===== src/rtl/inport_pkg.sv =====
// Shared defaults and the port-index width helper for the input-port multiplexer.
package inport_pkg;

  localparam int WIDTH_DEF  = 8;
  localparam int NPORTS_DEF = 4;

  // A select bus is never narrower than one bit, even for a single port.
  function automatic int sel_w(input int n);
    return (n < 2) ? 1 : $clog2(n);
  endfunction

  localparam int SEL_W_DEF = sel_w(NPORTS_DEF);

endpackage


===== src/rtl/inport_latch.sv =====
// One external input port: holding register, full flag and sticky overrun flag.
module inport_latch #(
  parameter int WIDTH = 8
) (
  input  logic             clk,
  input  logic             rst,
  input  logic             stb,
  input  logic [WIDTH-1:0] din,
  input  logic             consume,
  input  logic             inhibit,
  input  logic             ovr_clr,
  output logic [WIDTH-1:0] dout,
  output logic             full,
  output logic             overrun
);

  always_ff @(posedge clk or posedge rst) begin
    if (rst) begin
      dout    <= '0;
      full    <= 1'b0;
      overrun <= 1'b0;
    end else begin
      // A consume frees the slot in the same edge, so a coincident strobe refills it.
      if (stb && (consume || (!full && !inhibit))) begin
        dout <= din;
        full <= 1'b1;
      end else if (consume) begin
        full <= 1'b0;
      end

      if (stb && full && !consume) begin
        overrun <= 1'b1;
      end else if (ovr_clr) begin
        overrun <= 1'b0;
      end
    end
  end

endmodule


===== src/rtl/inport_mux.sv =====
// Input multiplexer: internal bus or one of NPORTS buffered external ports.
// Build option INPORT_BYPASS_EN forwards a strobe on an empty selected port in the same cycle.
module inport_mux
  import inport_pkg::*;
#(
  parameter int WIDTH  = WIDTH_DEF,
  parameter int NPORTS = NPORTS_DEF
) (
  input  logic                      clk,
  input  logic                      rst,
  input  logic [WIDTH-1:0]          bus_d,
  input  logic [NPORTS*WIDTH-1:0]   port_data,
  input  logic [NPORTS-1:0]         port_stb,
  input  logic                      ie,
  input  logic [sel_w(NPORTS)-1:0]  port_sel,
  input  logic [NPORTS-1:0]         ovr_clr,
  output logic [WIDTH-1:0]          mux_out,
  output logic                      in_stall,
  output logic [NPORTS-1:0]         port_full,
  output logic [NPORTS-1:0]         overrun
);

  logic [NPORTS*WIDTH-1:0] hold;
  logic [NPORTS-1:0]       consume;
  logic [NPORTS-1:0]       inhibit;
  logic                    sel_full;
  logic [WIDTH-1:0]        sel_hold;
  logic                    bypass_hit;

`ifdef INPORT_BYPASS_EN
  logic                    sel_stb;
  logic [WIDTH-1:0]        sel_pdata;
`endif

  // An out-of-range select matches no port, so it reads as empty and touches no state.
  always_comb begin
    sel_full = 1'b0;
    sel_hold = '0;
`ifdef INPORT_BYPASS_EN
    sel_stb   = 1'b0;
    sel_pdata = '0;
`endif
    for (int k = 0; k < NPORTS; k++) begin
      if (int'(port_sel) == k) begin
        sel_full = port_full[k];
        sel_hold = hold[k*WIDTH +: WIDTH];
`ifdef INPORT_BYPASS_EN
        sel_stb   = port_stb[k];
        sel_pdata = port_data[k*WIDTH +: WIDTH];
`endif
      end
    end
  end

`ifdef INPORT_BYPASS_EN
  assign bypass_hit = ie && !sel_full && sel_stb;
`else
  assign bypass_hit = 1'b0;
`endif

  always_comb begin
    mux_out  = bus_d;
    in_stall = 1'b0;
    if (ie) begin
      if (sel_full) begin
        mux_out = sel_hold;
      end else if (bypass_hit) begin
`ifdef INPORT_BYPASS_EN
        mux_out = sel_pdata;
`endif
      end else begin
        in_stall = 1'b1;
      end
    end
  end

  for (genvar k = 0; k < NPORTS; k++) begin : g_port
    assign consume[k] = ie && port_full[k] && (int'(port_sel) == k);
    assign inhibit[k] = bypass_hit && (int'(port_sel) == k);

    inport_latch #(.WIDTH(WIDTH)) u_latch (
      .clk     (clk),
      .rst     (rst),
      .stb     (port_stb[k]),
      .din     (port_data[k*WIDTH +: WIDTH]),
      .consume (consume[k]),
      .inhibit (inhibit[k]),
      .ovr_clr (ovr_clr[k]),
      .dout    (hold[k*WIDTH +: WIDTH]),
      .full    (port_full[k]),
      .overrun (overrun[k])
    );
  end

endmodule

===== config.mk =====
export PLATFORM = sky130hd
export DESIGN_NAME = inport_mux
export DESIGN_NICKNAME = d
export VERILOG_FILES = /design/src/rtl/inport_pkg.sv /design/src/rtl/inport_latch.sv /design/src/rtl/inport_mux.sv
export SDC_FILE = /design/constraint.sdc
export NUM_CORES = 1
export LEC_CHECK = 0
export ABC_AREA = 1
export BUFFER_PORTS_ARGS = -buffer_cell sky130_fd_sc_hd__clkbuf_2
export CAP_MARGIN = 5
export CORE_MARGIN = 5
export CORE_UTILIZATION = 42
export CTS_CLUSTER_DIAMETER = 80
export DETAILED_ROUTE_END_ITERATION = 16
export PLACE_DENSITY = 0.68
export RECOVER_POWER = 50
export SLEW_MARGIN = 20
export SYNTH_ARGS = -nofsm -noshare
export SYNTH_HDL_FRONTEND = slang
export SYNTH_SLANG_ARGS = --single-unit
export TNS_END_PERCENT = 30

===== constraint.sdc =====
create_clock -name clk -period 1.4 [get_ports clk]
set_input_delay 0.35 -clock clk [delete_from_list [all_inputs] [get_ports clk]]
set_output_delay 0.35 -clock clk [all_outputs]
set_load 0.02 [all_outputs]

==> impl_metrics.json <==
{
  "status": "complete, but fails checks",
  "violations": "setup timing",
  "vias": 1990,
  "yosys.area_share.simple": 0.414,
  "dp.cells": 402,
  "finalSetupViolCount": 9,
  "synth_cells": 264,
  "cts_root_buf": "clkbuf_8",
  "clkTransAtPathRegs_ps": 70,
  "grt_pass1_vias": 1930,
  "final.min_clock_period_ps": 1740,
  "drt_iter0_markers": 116,
  "cp.arrival_ps": 1390,
  "finalMaxSlewViolations": 0,
  "grt_pass1_wl_um": 8640,
  "crit_fanout": 8,
  "antenna_found_initial": 0,
  "end_kind": "output pin",
  "grt_max_degree": 41,
  "wl_per_cell_um": 12.5,
  "synth_seq_cells": 40,
  "synth-xor-area-share": 0,
  "avgViaCountPerCell": 4.84,
  "yosysTopAreaCell": "dfrtp_1",
  "clk_path_buf_depth": 2,
  "hpwlAfterDp_um": 4090,
  "min-delay-path-class": "primary input to register",
  "p_per_area_mw_per_mm2": 1190,
  "layout.filler_cells": 471,
  "clock_skew_ps": 4.21,
  "start_util": 0.440,
  "p_clk_frac": 0.234,
  "cp-start-kind": "register",
  "ys_top_cells_by_area": "dfrtp_1, nand2_1, nand3_1",
  "grt_usage": 0.170,
  "n_antenna_cell": 0,
  "synth_cell_type_count": 18,
  "rsz0062_at_grt": "yes",
  "p_leak_nw": 1.52,
  "synthAdderAreaFrac": 0,
  "synth_compound_area_frac": 0.0112,
  "cts_made_buffers": 5,
  "die_x_um": 81.1,
  "drt_pass1_iterations": 4,
  "port_buffers": 69,
  "core_mm2": 0.00482,
  "power_frac_comb": 0.292,
  "cts_hold_buf": 0,
  "p_seq_frac": 0.473,
  "syn_area_per_cell_um2": 8.03,
  "die-area_mm2": 0.00657,
  "synth_fp_nets": 317,
  "die_h_um": 81.1,
  "cap_violations": 0,
  "synth_top_family_by_area": "simple AND/OR/NAND/NOR gates",
  "p_int_w": 0.00226,
  "fin_setup_tns_ps": -2800,
  "ios": 70,
  "worst_slew_pin_slew_ps": 973,
  "h-tree-depth": 2,
  "syn_area_mm2": 0.00212,
  "drive_gt1_frac": 0.392,
  "period_share": 1.24,
  "clk_latency_ps": 290,
  "worstPathRequired_ps": 1050,
  "area_delta_synth_final_pct": 32.9,
  "gp_congestion": 0.960,
  "rows": 25,
  "switching_power_w": 0.00109,
  "synth_top_area_share": 0.472,
  "ant_nets": 0,
  "cts.sinks": 40,
  "maxSlewHeadroom": 0.352,
  "utilization": 0.585,
  "fmax_mhz": 575,
  "cts_tree": "yes",
  "drc_errors": 0,
  "fin_nets": 396,
  "swShare": 0.325,
  "grt_overflow": 0,
  "finalNonFillerCells": 411,
  "seq_area_frac_synth": 0.472,
  "synth.mux.area_fraction": 0,
  "critical_path_class": "register to output pin",
  "wirelength_um": 5150,
  "ys_warn_count": 0,
  "hold_viol": 0,
  "max-vdd-ir-drop_mv": 0.619,
  "fin_ws_ps": -338,
  "postCtsSetupBuffers": 0
}
==> synthesized netlist by cell type <==
cell type	count
nand2_1	95
nand3_1	67
dfrtp_1	40
inv_1	11
nand2_2	9
buf_4	8
nand4_1	8
buf_6	7
nand2_4	3
nand3_2	3
o22ai_1	3
buf_2	2
clkbuf_1	2
inv_2	2
clkbuf_8	1
nor2_1	1
nor2_4	1
o21ai_0	1
==> area by class of cell <==
cell class | count | area (µm²) | share of cell area
Sequential cell | 40 | 1000 | 0.355
Multi-Input combinational cell | 192 | 976 | 0.346
Timing Repair Buffer | 91 | 616 | 0.218
Clock buffer | 7 | 86.3 | 0.0306
Tap cell | 67 | 83.8 | 0.0297
Inverter | 13 | 48.8 | 0.0173
Clock inverter | 1 | 7.51 | 0.00266
==> critical path, cell delays in order (launching register included) <==
cell and delay, ps:
dfrtp_1 390, nand2_2 60, nand2_2 70, nand3_4 80, nand2_4 110, nand2_8 90, nand2_2 90, nand2_2 50
clkbuf_8 140
==> logic make-up (layout without fill, tap and decap cells) <==
| family | after synthesis | in the layout |
|---|---|---|
| AOI/OAI and AO/OA | 4 | 4 |
| buffers and inverters | 33 | 112 |
| and+or+nand+nor | 187 | 188 |
| DFF | 40 | 40 |
==> sequential cells by signal, summed over array words and instances, names as in the netlist <==
name                    cells
g_port.u_latch.full         4
g_port.u_latch.overrun      4
g_port.u_latch.dout        32
==> final timing paths <==
path                                                       startpoint  cells after the start                               endpoint  slack [ps]
worst max-delay path               g_port[2].u_latch.full$_DFFE_PP0P_                      8                             mux_out[0]        -340
worst min-delay path                                       ovr_clr[3]                      2  g_port[3].u_latch.overrun$_DFFE_PP0P_         240
worst max register to register     g_port[2].u_latch.full$_DFFE_PP0P_                      5  g_port[2].u_latch.dout[2]$_DFFE_PP0P_         300
worst min register to register  g_port[0].u_latch.dout[1]$_DFFE_PP0P_                      2  g_port[0].u_latch.dout[1]$_DFFE_PP0P_         480
max in group asynchronous                                         rst                      3  g_port[0].u_latch.dout[5]$_DFFE_PP0P_         470
min in group asynchronous                                         rst                      3  g_port[1].u_latch.dout[6]$_DFFE_PP0P_         330
==> power by group through the flow <==
stage / Sequential, W / Combinational [W] / Clock, W
after floorplan: 0.00155 / 0.000615 / 0
after global routing: 0.00162 / 0.00110 / 0.000860
after detailed placement: 0.00160 / 0.000883 / 0
after global placement: 0.00160 / 0.000861 / 0
after CTS: 0.00158 / 0.000959 / 0.000818
final: 0.00158 / 0.000977 / 0.000784
==> cell usage in the layout (no fill, tap or decap), drive strengths merged <==
master,instances
buf,24
clkbuf,74
clkinvlp,1
dfrtp,40
inv,13
nand2,108
nand3,70
nand4,8
nor2,2
o21ai,1
o22ai,3
==> timing repair <==
item,4_1_cts,5_1_grt
cloned,1,0
pin swaps,8,6
setup endpoints to repair,9,9
gates resized for setup,25,17
==> metal layers <==
| metal | GRT usage | up-vias | share of wire |
|---|---|---|---|
| met2 | 0.258 | 65 | 0.46 |
| li1 | - | 1018 | - |
| met3 | 0.0421 | 5 | 0.071 |
| met1 | 0.242 | 902 | 0.46 |
| met5 | 0 | - | 0 |
| met4 | 0.0439 | 0 | 0.010 |
==> stage by stage <==
| step | power, W | instance area (µm²) | setup slack [ps] | hold slack [ps] |
|---|---|---|---|---|
| 4_1_cts | 0.00336 | 2790 | -362 | 84.3 |
| 3_3_place_gp | 0.00247 | 2590 | -260 | 399 |
| 3_5_place_dp | 0.00249 | 2590 | -272 | 403 |
| 6_report | 0.00334 | 2820 | -338 | 237 |
| 5_1_grt | 0.00358 | 2820 | -457 | 237 |
| 2_1_floorplan | 0.00216 | 2130 | -28.7 | 442 |
No activity file was read; power rests on OpenSTA's default activity.
